<file path="config.mk">
export PLATFORM = sky130hd
export DESIGN_NAME = frame_mode_sequencer
export DESIGN_NICKNAME = d
export VERILOG_FILES = /design/src/rtl/frame_mode_sequencer_pkg.sv /design/src/rtl/frame_mode_sequencer_debounce.sv /design/src/rtl/frame_mode_sequencer.sv
export SDC_FILE = /design/constraint.sdc
export NUM_CORES = 1
export LEC_CHECK = 0
export BUFFER_PORTS_ARGS = -buffer_cell sky130_fd_sc_hd__buf_2
export CORE_MARGIN = 3
export CORE_UTILIZATION = 54
export CTS_BUF_LIST = sky130_fd_sc_hd__clkbuf_16
export DETAILED_ROUTE_END_ITERATION = 6
export GPL_TIMING_DRIVEN = 1
export PLACE_DENSITY_LB_ADDON = 0.15
export SKIP_CTS_REPAIR_TIMING = 1
export SYNTH_ARGS = -nofsm -noshare
export SYNTH_HDL_FRONTEND = slang
export SYNTH_SLANG_ARGS = --single-unit
export TNS_END_PERCENT = 5
</file>
<file path="constraint.sdc">
create_clock -name iCLK -period 2.1 [get_ports iCLK]
set_input_delay 0.315 -clock iCLK [delete_from_list [all_inputs] [get_ports iCLK]]
set_output_delay 0.315 -clock iCLK [all_outputs]
set_load 0.1 [all_outputs]
</file>
<file path="src/rtl/frame_mode_sequencer_pkg.sv">
// Shared types and constants for the frame-synchronous mode sequencer.
package frame_mode_pkg;
  localparam int MODE_W         = 3;
  localparam int MODE_EDGE_PATH = 0;
  localparam int MODE_EDGE_EN   = 1;
  localparam int MODE_HORIZ     = 2;
  localparam int DEB_W          = 16;
  localparam int LOAD_W         = 8;
  localparam int CHG_W          = 8;

  typedef enum logic [1:0] {S_IDLE, S_PEND, S_LOAD, S_SETTLE} state_t;
endpackage

</file>
<file path="src/rtl/frame_mode_sequencer_debounce.sv">
// Switch-vector debouncer: 2-flop synchronizer, held candidate and a
// stability counter. The output follows the candidate once it has been
// stable for P_DEB_CYC consecutive cycles.
module sw_debounce
  import frame_mode_pkg::*;
#(
  parameter int               W         = 3,
  parameter logic [DEB_W-1:0] P_DEB_CYC = 16'd50000
) (
  input  logic         clk,
  input  logic         rst_n,
  input  logic [W-1:0] sw,
  output logic [W-1:0] deb
);
  logic [W-1:0]     sync1, sync2, cand;
  logic [DEB_W-1:0] cnt;

  // Bring the asynchronous switches into the clock domain.
  always_ff @(posedge clk or negedge rst_n) begin
    if (!rst_n) begin
      sync1 <= '0;
      sync2 <= '0;
    end else begin
      sync1 <= sw;
      sync2 <= sync1;
    end
  end

  // Any difference restarts the stability window; a full window commits
  // the candidate and the counter parks at its terminal value.
  always_ff @(posedge clk or negedge rst_n) begin
    if (!rst_n) begin
      cand <= '0;
      cnt  <= '0;
      deb  <= '0;
    end else if (sync2 != cand) begin
      cand <= sync2;
      cnt  <= '0;
    end else if (cnt == P_DEB_CYC - 16'd1) begin
      deb  <= cand;
    end else begin
      cnt  <= cnt + 16'd1;
    end
  end
endmodule

</file>
<file path="src/rtl/frame_mode_sequencer.sv">
// Commits debounced mode-switch changes only at camera frame boundaries,
// then issues a reload pulse to the frame-buffer address loaders and blanks
// frame writes until the next frame begins.
module frame_mode_sequencer
  import frame_mode_pkg::*;
#(
  parameter logic [DEB_W-1:0]  P_DEB_CYC  = 16'd50000,
  parameter logic [LOAD_W-1:0] P_LOAD_CYC = 8'd16
) (
  input  logic              iCLK,
  input  logic              iRST_N,
  input  logic [MODE_W-1:0] iMODE_SW,
  input  logic              iFVAL,
  output logic [MODE_W-1:0] oMODE,
  output logic              oLOAD,
  output logic              oBLANK,
  output logic [CHG_W-1:0]  oCHG_CNT
);
  logic [MODE_W-1:0] deb;
  logic              fv_s1, fv_s2, fv_d;
  logic              frame_end, frame_start;
  state_t            state, state_n;
  logic [LOAD_W-1:0] ld_cnt, ld_n;
  logic [MODE_W-1:0] mode_n;
  logic [CHG_W-1:0]  chg_n;
  logic              load_n, blank_n;

  sw_debounce #(.W(MODE_W), .P_DEB_CYC(P_DEB_CYC)) u_deb (
    .clk   (iCLK),
    .rst_n (iRST_N),
    .sw    (iMODE_SW),
    .deb   (deb)
  );

  // Synchronize frame-valid and keep one delayed copy for edge detection.
  always_ff @(posedge iCLK or negedge iRST_N) begin
    if (!iRST_N) begin
      fv_s1 <= 1'b0;
      fv_s2 <= 1'b0;
      fv_d  <= 1'b0;
    end else begin
      fv_s1 <= iFVAL;
      fv_s2 <= fv_s1;
      fv_d  <= fv_s2;
    end
  end

  assign frame_end   = fv_d & ~fv_s2;
  assign frame_start = ~fv_d & fv_s2;

  // State, reload counter and all outputs are registered together.
  always_ff @(posedge iCLK or negedge iRST_N) begin
    if (!iRST_N) begin
      state    <= S_IDLE;
      ld_cnt   <= '0;
      oMODE    <= '0;
      oCHG_CNT <= '0;
      oLOAD    <= 1'b0;
      oBLANK   <= 1'b0;
    end else begin
      state    <= state_n;
      ld_cnt   <= ld_n;
      oMODE    <= mode_n;
      oCHG_CNT <= chg_n;
      oLOAD    <= load_n;
      oBLANK   <= blank_n;
    end
  end

  // Next state and next outputs. IDLE ignores frame edges, so a frame end
  // arriving on the IDLE->PEND step is not a commit point; LOAD/SETTLE do
  // not look at the debounced value, so changes there wait for IDLE.
  always_comb begin
    state_n = state;
    ld_n    = ld_cnt;
    mode_n  = oMODE;
    chg_n   = oCHG_CNT;
    case (state)
      S_IDLE:   if (deb != oMODE) state_n = S_PEND;
      S_PEND: begin
        if (deb == oMODE) begin
          state_n = S_IDLE;
        end else if (frame_end) begin
          state_n = S_LOAD;
          mode_n  = deb;
          chg_n   = oCHG_CNT + 8'd1;
          ld_n    = '0;
        end
      end
      S_LOAD: begin
        if (ld_cnt == P_LOAD_CYC - 8'd1) state_n = S_SETTLE;
        else                             ld_n    = ld_cnt + 8'd1;
      end
      S_SETTLE: if (frame_start) state_n = S_IDLE;
      default:  state_n = S_IDLE;
    endcase
    load_n  = (state_n == S_LOAD);
    blank_n = (state_n == S_LOAD) || (state_n == S_SETTLE);
  end
endmodule

</file>
**Word-level counts from Yosys, hierarchy flattened**

Cells that the tools add are included.
W data, S select, Z words.

- Reductions and logical operators: 6
- $add $sub $neg: 3
- Equality and inequality tests: 14
- Muxes and demuxes: 12
- Bitwise gates (word level): 6

Operators by type and width:

| cell | count |
|---|---|
| $mux W16 | 2 |
| $mux W8 | 3 |
| $add A16 B1 Y16 const B | 1 |
| $add A8 B1 Y8 const B | 2 |
| $eq A16 B16 Y1 const B | 1 |
| $pmux W8 S2 | 1 |
| $mux W2 | 5 |
| $eq A2 B2 Y1 const B | 4 |
| $eq A8 B4 Y1 const B | 1 |
| $pmux W2 S4 | 1 |
| $ne A2 B2 Y1 const B | 3 |
| $ne A3 B3 Y1 | 2 |
| $not A1 Y1 | 4 |
| $reduce_and A4 Y1 | 1 |
| $eq A3 B3 Y1 | 1 |
| $reduce_and A3 Y1 | 1 |
| $and A1 B1 Y1 | 2 |
| $eq A2 B1 Y1 const B | 1 |
| $logic_not A2 Y1 | 1 |
| $ne A2 B1 Y1 const B | 1 |
| $reduce_and A2 Y1 | 1 |
| $reduce_bool A2 Y1 | 1 |
| $logic_or A1 B1 Y1 | 1 |

- Logic and storage cells: 55
- Flip-flop bits (word level): 54

**Depth between registers and ports, before layout**

Gate-level depths: netlist of run 1.

- Word-level depth: 7
- Mapped depth: 6
- Depth with buffers taken out: 6

**Hierarchy**

From an unflattened synthesis of run 1, not the netlist that was laid out.

- Cell total of the unflattened synthesis: 215
- Area total of the unflattened synthesis: 2407.3 um^2

Modules (own cells, without submodules):

| module | cells an instance | times used | area an instance (um^2) |
|---|---|---|---|
| sw_debounce | 107 | 1 | 1217.4 |
| frame_mode_sequencer | 108 | 1 | 1189.9 |

**Least setup slack after synthesis of run 1**

Ideal clock, no wire load.

- Path kind: register to register
- Start point: reg oMODE[2]
- End point: reg ld_cnt[7]
- Path buffers: 0
- Cell stages (with the launch flop): 6
- Path slack: -0.352 ns
- Arrival: 2.373 ns
- Setup time: 0.079 ns
- Cell sequence: dfrtp_1 > xnor2_1 > and3_4 > o311a_4 > or4_1 > a21oi_1

- Word-level cells in the longest chain between the ends: 3

RTL lines:

| element | line | source |
|---|---|---|
| start: declaration | frame_mode_sequencer.sv:14 | `output logic [MODE_W-1:0] oMODE,` |
| start signal: assignment | frame_mode_sequencer.sv:63 | `oMODE <= mode_n;` |
| $eq A3 B3 Y1 | frame_mode_sequencer.sv:81 | `if (deb == oMODE) begin` |
| $ne A2 B2 Y1 (no line) | -- |  |
| $reduce_and A4 Y1 (no line) | -- |  |
| end signal: assignment | frame_mode_sequencer.sv:62 | `ld_cnt <= ld_n;` |
| end: declaration | frame_mode_sequencer.sv:23 | `logic [LOAD_W-1:0] ld_cnt, ld_n;` |

Every way passes these cells.
A chain may end at the register's enable or synchronous reset.

**Final worst setup path of run 1**

- Start point: reg u_deb.deb[2]
- End point: reg ld_cnt[7]

- Word-level cells in the longest chain between the ends: 3

RTL lines:

| element | line | source |
|---|---|---|
| start: declaration | frame_mode_sequencer_debounce.sv:13 | `output logic [W-1:0] deb` |
| start signal: assignment | frame_mode_sequencer_debounce.sv:40 | `deb <= cand;` |
| $eq A3 B3 Y1 | frame_mode_sequencer.sv:81 |  |
| $ne A2 B2 Y1 (no line) | -- |  |
| $reduce_and A4 Y1 (no line) | -- |  |

Every way passes these cells.

==> qor.csv, run 1 <==
stage,metric,value,unit
outcome,outcome,finished clean,
synthesis,Seq cells post-synth,53,
global_route,vias in the first global route,1597,
sta,Setup Skew,0.00519,ns
sta,fin crit share,93.6,%
finish,fin cells,271,
placed_design,pre-CTS WS,0.151,ns
finish,Antenna Cells,0,
power,switching share of power,19.4,%
hold_path,Hold Path Class,in2async,
synthesis,"Seq/Total Area, Yosys",58.1,%
power,P_leak,1.20,nW
synthesis,post-synth top area share,58.1,%
power,Final Power,1.99,mW
setup_path,crit end category,flip-flop,
floorplan,Die ar.,5040,µm²
synthesis,cell with the most instances after synthesis,dfrtp_1,
power,Sequential Power Share,52.3,%
synthesis,"top cells by area, synth","dfrtp_1, xnor2_1, xor2_1, nor2_1, mux2_2",
clock_tree,H-tree Lvls,2,
floorplan,Boundary Pins,19,
clock_tree,"CTS clk-pin slew, worst paths",0.07,ns
setup_path,CP startpoint kind,flip-flop,
setup_path,Worst Path Buf+Inv,0,
power,Pint,1.61,mW
sta,Slew HR,57.0,%
power,Switching Power,0.386,mW
synthesis,syn_nets,204,
synthesis,Syn Inst Count,195,
run,Max-Cap Viols,0,
synthesis,Post-synth EDFFs,0,
setup_path,crit-path cells,"xnor2_1, and3_4, o311a_4, or4_1, a21oi_1",
sta,Hold Fails Final Rpt,0,
finish,share of cells above drive strength 1,20.6,%
finish,final-layout fill cell count,278,
finish,register area,1330,µm²
drt,final wirelength,3.88,mm
synthesis,"Primary FF master, synth",dfrtp_1,
placed_design,HPWL Detailed,2.82,mm
floorplan,Starting Density,59.2,%
synthesis,"area leader, netlist",dfrtp_1,
power,combinational share of power,2.4,%
drt,routed len/inst,14.3,µm
drt,DRC,0,
floorplan,chip width,71.0,µm
placed_design,routability cong.,0.787,
clock_tree,TritonCTS Buffers,5,
clock_tree,Sink Count,53,
drt,Pre-antenna DRT Iters,4,
finish,area added between synthesis and finish,16.0,%
sta,Finish-stage setup viols,0,
setup_path,Slowest cell on crit path,or4_1,
clock_tree,worst skew pair latency,0.29,ns
placed_design,dpl cells,263,
global_route,largest net degree at the start of global routing,29,
finish,"Core Util, Final",68.6,%
synthesis,fraction of registers with async set/reset,100,%
setup_path,CP top delay family,simple AND/OR/NAND/NOR gates,
placed_design,Port Buffers,18,
floorplan,die height,71.0,µm
sta,fmax,509,MHz
drt,initial DRC count,76,
power,pwr dens,754,nW/µm²
setup_path,CP Data Required Time,2.30,ns
synthesis,synth unique cells,35,
clock_tree,largest buffer count on any clock path,2,
power,clock power share,45.3,%
sta,actual slew at the worst max-slew pin,0.644,ns
power,Peak VDD IR,0.539,mV
global_route,gr ovfl total,0,
synthesis,yosys warns,0,
floorplan,Rows,22,
global_route,first-pass GRT wire length,7.03,mm
drt,via count,1532,
setup_path,CP Class,reg2reg,
setup_path,R2R depth,5,
drt,Routed Antenna Nets,0,
setup_path,Critical Path Stages,5,
sta,setup TNS,0,ns
floorplan,Core ar.,3850,µm²
finish,multi-input gate area in the final layout,928,µm²
sta,RSZ-0062 raised after global routing,false,
drt,DR vias/cell,5.65,
finish,nets,231,
setup_path,Worst path max stage delay,0.53,ns
clock_tree,CTS tree,done,
sta,fin crit period,1.96,ns
setup_path,Worst Path Arrival,2.17,ns
synthesis,post-synthesis area per instance,11.7,µm²
synthesis,synth cell count leaders,"dfrtp_1, nor2_1, xnor2_1",
setup_path,CP Max Fanout,8,
sta,Setup WS post-layout,0.135,ns
global_route,gr usage total,17.5,%
synthesis,"Cell Area, Synth",2280,µm²
clock_tree,root buf cell,clkbuf_16,
global_route,initial antenna violation count,0,
sta,Final Max Slew Viols,0,
==> state kept, by name (all words and copies together), names as in the netlist <==
name and cells:
fv_d 1, fv_s1 1, fv_s2 1, ld_cnt 8, oBLANK 1, oCHG_CNT 8
oLOAD 1, oMODE 3, state 1, u_deb.cand 3, u_deb.cnt 16, u_deb.deb 3
u_deb.sync1 3, u_deb.sync2 3
==> worst register-to-register path, delay by kind of cell (launching register included) <==
family          cells  cell delay, ns
xor+xnor            1            0.16
flops               1            0.41
compound gates      2            0.58
simple gates        2            0.73
==> kinds of logic (layout without fill, tap and decap cells) <==
group           count (synthesis)  count (layout)  synth area share (%)
simple gates                   74              74                  17.3
flops                          53              53                  58.1
xor+xnor                       27              27                  10.4
compound gates                 23              23                  7.52
mux                             8               8                  3.89
buf+inv                         7              35                  1.15
fa+ha+maj                       3               3                  1.65
==> area by class of cell <==
type	count	share of cell area, %
clock buffer	5	4.73
inverter	3	0.426
multi-input combinational	135	35.1
tap	48	2.27
timing repair buffer	24	5.58
sequential	53	50.3
clock inverter	3	1.56
==> layout by cell type (no fill, tap or decap), types with 4 or more instances in the layout <==
master,instances
buf_2,18
buf_4,5
o31ai_1,4
nand3_1,12
dfrtp_2,4
nor2_1,24
a21oi_1,6
and3_1,4
xor2_1,12
mux2_2,7
nand2_1,10
xnor2_1,15
nand4_1,6
o21ai_0,5
clkbuf_16,5
dfrtp_1,49
==> per-layer routing <==
layer  routed length, µm  share of wire [%]  GRT usage (%)  up-vias
met2                2010                 52           30.3       18
met5                   0                  0              0        -
met1                1650                 43           20.3      763
met4                  96                2.5           7.93        0
met3                 120                3.1           4.69       10
li1                    -                  -              -      741
==> power groups by stage <==
stage          combinational (mW)  sequential (mW)  clock [mW]
2_1_floorplan              0.0173             1.06           0
3_3_place_gp               0.0473             1.06           0
3_5_place_dp               0.0500             1.06           0
4_1_cts                    0.0505             1.04       0.925
5_1_grt                    0.0553             1.04       0.961
6_report                   0.0477             1.04       0.903
==> path summary, 6_finish.rpt <==
path                                  end      startpoint  slack (ns)
min in group iCLK          u_deb.sync1[0]     iMODE_SW[0]        0.13
setup reg to reg                ld_cnt[7]    u_deb.deb[2]        0.14
hold reg to reg            u_deb.sync2[0]  u_deb.sync1[0]        0.35
max in group asynchronous          oBLANK          iRST_N        1.52
setup / recovery                ld_cnt[7]    u_deb.deb[2]        0.14
hold / removal                       fv_d          iRST_N        0.03
==> through the flow <==
stage	area, µm²	hold WS [ns]
final	2650	0.0272
after global routing	2650	0.0670
after CTS	2650	0.0408
after detailed placement	2480	0.335
after global placement	2480	0.330
after floorplan	2290	0.0194
(Power assumes the default switching activity.)
==> run 2, diff against run 1 <==
Settings changed: CELL_PAD_IN_SITES_DETAIL_PLACEMENT set to 0, CELL_PAD_IN_SITES_GLOBAL_PLACEMENT set to 1, CORE_UTILIZATION 54 to 47, MAX_ROUTING_LAYER set to met4.
==> qor.csv, run 2 (synthesis results as in run 1) <==
stage,metric,value,unit,change
outcome,outcome,finished clean,,
floorplan,Core ar.,4500,µm²,+17%
setup_path,FF-to-FF setup slack,0.20,ns,+0.07 ns
sta,fin crit share,90.4,%,-3.2 points
setup_path,Slowest cell on crit path,or4_1,,
power,Pint,1.49,mW,-7.5%
floorplan,Starting Density,50.6,%,-8.5 points
setup_path,crit-path cells,"xnor2_1, and3_4, o311a_4, or4_1, a21oi_1",,
clock_tree,CTS tree,done,,
setup_path,crit end category,flip-flop,,
finish,Antenna Cells,0,,unchanged
hold_path,WHS Path Cells,1,,
placed_design,dpl cells,269,,+2.3%
drt,DRC,0,,unchanged
finish,"Core Util, Final",58.6,%,-10 points
drt,Routed Antenna Nets,0,,unchanged
floorplan,Boundary Pins,19,,unchanged
setup_path,Worst Path Arrival,2.11,ns,-0.06 ns
clock_tree,root buf cell,clkbuf_16,,
hold_path,end of the worst hold path,u_deb.sync1[1],,
sta,Setup Skew,0.00528,ns,+0.0000952 ns
power,Peak VDD IR,0.534,mV,-0.91%
hold_path,Hold Path Class,in2reg,,
floorplan,Rows,24,,+9.1%
sta,Final Max Slew Viols,0,,unchanged
clock_tree,largest buffer count on any clock path,2,,unchanged
clock_tree,worst skew pair latency,0.29,ns,about the same
drt,DR vias/cell,5.48,,-3.0%
sta,setup TNS,0,ns,unchanged
run,Max-Cap Viols,0,,unchanged
power,Sequential Power Share,55.7,%,+3.4 points
global_route,first-pass GRT wire length,6.93,mm,-1.5%
global_route,gr usage total,16.5,%,-1.0 points
finish,fin cells,278,,+2.6%
setup_path,CP startpoint kind,flip-flop,,
global_route,vias in the first global route,1567,,-1.9%
floorplan,chip width,75.7,µm,+6.6%
global_route,initial antenna violation count,0,,unchanged
setup_path,CP Class,reg2reg,,
setup_path,worst r2r src,oMODE[2],,
setup_path,RR Endpoint,ld_cnt[7],,
sta,Hold Fails Final Rpt,0,,unchanged
sta,RSZ-0062 raised after global routing,false,,
placed_design,routability cong.,0.804,,+2.2%
floorplan,die height,75.7,µm,+6.6%
drt,Pre-antenna DRT Iters,4,,unchanged
power,switching share of power,20.5,%,+1.2 points
power,combinational share of power,2.5,%,about the same
finish,"commonest cells after routing, fill and taps aside","dfrtp_1, nor2_1, buf_2, xnor2_1",,
setup_path,CP Max Fanout,8,,unchanged
hold_path,hold_sp,iMODE_SW[1],,
sta,fmax,527,MHz,+3.5%
setup_path,R2R depth,5,,unchanged
drt,initial DRC count,72,,-5.3%
placed_design,HPWL Detailed,2.83,mm,+0.33%
finish,nets,234,,+1.3%
global_route,largest net degree at the start of global routing,21,,-28%
floorplan,Die ar.,5730,µm²,+14%
drt,final wirelength,3.95,mm,+1.8%
power,Switching Power,0.384,mW,-0.52%
finish,share of cells above drive strength 1,21.2,%,+0.61 points
clock_tree,"CTS clk-pin slew, worst paths",0.07,ns,about the same
sta,Finish-stage setup viols,0,,unchanged
placed_design,Port Buffers,18,,unchanged
clock_tree,Sink Count,53,,unchanged
drt,routed len/inst,14.2,µm,-0.76%
power,P_leak,1.21,nW,+0.19%
finish,final-layout fill cell count,381,,+37%
finish,Largest Register,u_deb.cnt,,
global_route,gr ovfl total,0,,unchanged
sta,Slew HR,64.8,%,+7.8 points
power,pwr dens,709,nW/µm²,-5.9%
sta,fin crit period,1.90,ns,-0.0668 ns
clock_tree,H-tree Lvls,2,,unchanged
finish,flip-flop count of the largest register after layout,16,,unchanged
drt,via count,1524,,-0.52%
finish,"commonest non-fill, non-tap cell in the layout",dfrtp_1,,
setup_path,CP Data Required Time,2.32,ns,+0.02 ns
setup_path,Worst path max stage delay,0.51,ns,-0.02 ns
finish,area added between synthesis and finish,15.7,%,
power,clock power share,41.7,%,-3.6 points
clock_tree,TritonCTS Buffers,5,,unchanged
sta,actual slew at the worst max-slew pin,0.527,ns,-0.117 ns
finish,Top Registers,"u_deb.cnt (16), ld_cnt (8), oCHG_CNT (8)",,
-- run 2: changes by cell type in the layout (fill, tap and decap cells not counted), sizes merged --
cell         delta
buf             +2
bufinv          -1
clkinv          +2
clkinvlp        -1
dlygate4sd3     +1
-- run 2: per-stage QoR --
| stage | area (µm²) | setup slack [ns] | power, mW | hold slack, ns |
|---|---|---|---|---|
| global placement | 2490 | 0.261 | 1.11 | 0.247 |
| floorplan | 2290 | -0.0407 | 1.08 | 0.0194 |
| global route | 2640 | 0.127 | 1.96 | 0.122 |
| finish | 2640 | 0.202 | 1.87 | 0.129 |
| detailed placement | 2490 | 0.232 | 1.11 | 0.258 |
| CTS | 2630 | 0.198 | 1.91 | -0.0495 |
-- run 2: final cells by class --
cell class | instances | area, µm² | share of cell area [%]
multi-input cells | 135 | 928 | 35.2
inverters | 3 | 11.3 | 0.427
flip-flops and latches | 53 | 1330 | 50.5
well taps | 52 | 65.1 | 2.47
clock inverters | 3 | 17.5 | 0.664
repair buffers | 27 | 160 | 6.07
clock buffers | 5 | 125 | 4.74
-- run 2: power by group through the flow --
| stage | Clock, mW | Combinational (mW) | Sequential, mW |
|---|---|---|---|
| final | 0.781 | 0.0474 | 1.04 |
| after global routing | 0.864 | 0.0561 | 1.04 |
| after CTS | 0.820 | 0.0489 | 1.04 |
| after detailed placement | 0 | 0.0487 | 1.06 |
| after global placement | 0 | 0.0463 | 1.06 |
| after floorplan | 0 | 0.0173 | 1.06 |
-- run 2: per-layer routing --
metal / vias to the layer above / share of wire [%] / track usage, % / routed length [µm]
li1: 743 / - / - / -
met1: 740 / 45 / 19.3 / 1770
met2: 32 / 49 / 26.6 / 1930
met3: 9 / 3.8 / 3.96 / 149
met4: 0 / 2.4 / 8.16 / 94
met5: - / 0 / - / 0
-- run 2: how the worst max path moves through the flow --
stage | start | endpoint | cells after the start
floorplan | oMODE[2] | ld_cnt[7] | 5
global placement | oMODE[2] | ld_cnt[7] | 5
detailed placement | oMODE[1] | ld_cnt[7] | 5
CTS | oMODE[2] | ld_cnt[7] | 5
global route | oMODE[2] | ld_cnt[7] | 5
finish | oMODE[2] | ld_cnt[7] | 5
-- run 2: critical path: cells and delay by family (launching register included) --
family                    cells  cell delay [ns]
xor gates and xnor gates      1             0.16
DFF                           1             0.42
and+or+nand+nor               2             0.71
AOI/OAI and AO/OA             2             0.54
==> run 3, diff against run 2 <==
Settings changed: SYNTH_HIERARCHICAL set to 1.
==> qor.csv, run 3 <==
stage,metric,value,unit,change
drt,DRC,0,,unchanged
power,pwr dens,686,nW/µm²,-3.2%
synthesis,cell with the most instances after synthesis,dfrtp_1,,
clock_tree,largest buffer count on any clock path,2,,unchanged
setup_path,CP Max Fanout,5,,-3
finish,"Core Util, Final",56.8,%,-1.8 points
global_route,initial antenna violation count,0,,unchanged
sta,RSZ-0062 raised after global routing,false,,
global_route,largest net degree at the start of global routing,33,,+57%
global_route,first-pass GRT wire length,7.78,mm,+12%
finish,Top Registers,"u_deb/cnt (16), ld_cnt (8), oCHG_CNT (8)",,
finish,"commonest cells after routing, fill and taps aside","dfrtp_1, nand2_1, buf_2, xnor2_1, nor2_1",,
clock_tree,"CTS clk-pin slew, worst paths",0.07,ns,about the same
drt,via count,1690,,+11%
sta,fin crit share,96.1,%,+5.7 points
setup_path,Worst Path Arrival,2.19,ns,+0.08 ns
drt,final wirelength,4.31,mm,+9.2%
sta,actual slew at the worst max-slew pin,0.564,ns,+0.0368 ns
placed_design,routability cong.,0.783,,-2.6%
setup_path,worst r2r src,u_deb/cnt[12],,
sta,Final Max Slew Viols,0,,unchanged
finish,flip-flop count of the largest register after layout,16,,unchanged
outcome,failing checks,negative hold slack,,
power,Peak VDD IR,0.557,mV,+4.3%
setup_path,R2R depth,4,,-1
synthesis,fraction of registers with async set/reset,100,%,unchanged
clock_tree,worst skew pair latency,0.29,ns,about the same
finish,final-layout fill cell count,415,,+8.9%
clock_tree,TritonCTS Buffers,5,,unchanged
drt,Pre-antenna DRT Iters,4,,unchanged
sta,Hold Fails Final Rpt,21,,+21
floorplan,Die ar.,6020,µm²,+5.1%
global_route,gr ovfl total,0,,unchanged
run,Max-Cap Viols,0,,unchanged
placed_design,pre-CTS WS,0.0718,ns,-0.160 ns
setup_path,crit-path cells,"or4_4, nor4_4, nand2_4, mux2_4",,
global_route,vias in the first global route,1705,,+8.8%
drt,routed len/inst,14.1,µm,-0.82%
synthesis,yosys warns,6,,+6
outcome,outcome,finished with violations,,
synthesis,syn_nets,224,,+9.8%
drt,Routed Antenna Nets,0,,unchanged
setup_path,CP startpoint kind,flip-flop,,
clock_tree,CTS tree,done,,
floorplan,chip width,77.6,µm,+2.5%
finish,share of cells above drive strength 1,18.4,%,-2.8 points
sta,hold_ws,-0.0145,ns,-0.144 ns
setup_path,CP Class,reg2reg,,
floorplan,Boundary Pins,19,,unchanged
synthesis,Syn Inst Count,215,,+10%
synthesis,synth unique cells,45,,+29%
finish,"commonest non-fill, non-tap cell in the layout",dfrtp_1,,
setup_path,RR Endpoint,u_deb/deb[1],,
sta,Setup Skew,0.00472,ns,-0.000564 ns
finish,Largest Register,u_deb/cnt,,
synthesis,"Seq/Total Area, Yosys",55.1,%,-3.1 points
setup_path,CP Data Required Time,2.27,ns,-0.05 ns
sta,Setup WS post-layout,0.0826,ns,-0.119 ns
finish,Antenna Cells,0,,unchanged
clock_tree,H-tree Lvls,2,,unchanged
floorplan,Rows,25,,+4.2%
global_route,gr usage total,16.6,%,+0.10 points
sta,fmax,496,MHz,-5.9%
sta,Slew HR,62.3,%,-2.5 points
finish,area added between synthesis and finish,14.3,%,
finish,nets,247,,+5.6%
floorplan,die height,77.6,µm,+2.5%
setup_path,Slowest cell on crit path,or4_4,,
synthesis,"Primary FF master, synth",dfrtp_1,,
sta,fin crit period,2.02,ns,+0.119 ns
floorplan,Core ar.,4850,µm²,+7.6%
floorplan,Starting Density,49.7,%,-0.99 points
power,P_leak,1.21,nW,about the same
sta,Finish-stage setup viols,0,,unchanged
hold_path,Hold Path Class,in2async,,
placed_design,dpl cells,298,,+11%
drt,DR vias/cell,5.52,,+0.75%
synthesis,post-synth top area share,55.1,%,-3.1 points
finish,fin cells,306,,+10%
synthesis,Post-synth EDFFs,0,,unchanged
synthesis,synth cell count leaders,"dfrtp_1, nand2_1, xnor2_1",,
synthesis,"Cell Area, Synth",2410,µm²,+5.5%
drt,initial DRC count,66,,-8.3%
synthesis,"top cells by area, synth","dfrtp_1, xnor2_1, nand2_1, o211ai_1, nand3_1",,
setup_path,Worst path max stage delay,0.56,ns,+0.05 ns
placed_design,HPWL Detailed,3.14,mm,+11%
setup_path,crit end category,flip-flop,,
clock_tree,root buf cell,clkbuf_16,,
synthesis,post-synthesis area per instance,11.2,µm²,-4.3%
placed_design,Port Buffers,18,,unchanged
setup_path,crit path launch,u_deb/cnt[12],,
sta,setup TNS,0,ns,unchanged
synthesis,Seq cells post-synth,53,,unchanged
synthesis,"area leader, netlist",dfrtp_1,,
setup_path,FF-to-FF setup slack,0.08,ns,-0.12 ns
clock_tree,Sink Count,53,,unchanged
==> run 3: cell type report <==
cell class                 count  area [µm²]  share of cell area [%]
clock inverter                 3        21.3                   0.773
multi-input combinational    145        1020                    36.9
tap                           67        83.8                    3.05
timing repair buffer          23         140                    5.09
inverter                      10        37.5                    1.36
clock buffer                   5         125                    4.55
sequential                    53        1330                    48.3
==> run 3: where the power goes <==
part           switching, mW  total, mW  internal [mW]  leakage, nW
clock network          0.355      0.799          0.444       0.0718
registers            0.00909       1.04           1.03        0.709
logic                 0.0337     0.0476         0.0139        0.427
==> run 3: metal layers <==
metal	GRT usage, %	vias to the layer above	part of all wire [%]
met5	-	-	0
met3	3.36	5	3.5
met2	27.0	29	49
met1	20.9	847	46
li1	-	809	-
met4	5.34	0	1.0
==> run 3: cell families (layout without fill, tap and decap cells) <==
kind of cell	after synthesis	count (layout)	share of synthesized area (%)
mux	7	7	3.59
xor+xnor	22	22	8.00
flops	53	53	55.1
buf+inv	17	41	2.70
fa+ha+maj	3	3	1.56
compound gates	29	29	8.89
simple gates	84	84	20.2
==> run 3: metrics by stage <==
step	total power, mW	instance area [µm²]	hold slack (ns)
after CTS	1.92	2750	0.00168
final	1.89	2750	-0.0145
after floorplan	1.08	2410	0.0194
after global placement	1.11	2610	0.293
after global routing	1.98	2750	0.0156
after detailed placement	1.11	2610	0.311
==> run 3: how the worst max path moves through the flow <==
stage                               to  slack (ns)  cells past startpoint
final                     u_deb/deb[1]        0.08                      4
after CTS                 u_deb/deb[0]        0.07                      4
after floorplan              ld_cnt[1]       0.003                      4
after global routing      u_deb/deb[1]       0.005                      4
after detailed placement  u_deb/deb[0]        0.07                      4
after global placement    u_deb/deb[1]        0.14                      4
==> run 3: worst max-delay path: cells and delay by family, from the launching register on <==
| kind | cells | cell delay, ns |
|---|---|---|
| flops | 1 | 0.42 |
| simple gates | 3 | 1.17 |
| mux | 1 | 0.32 |
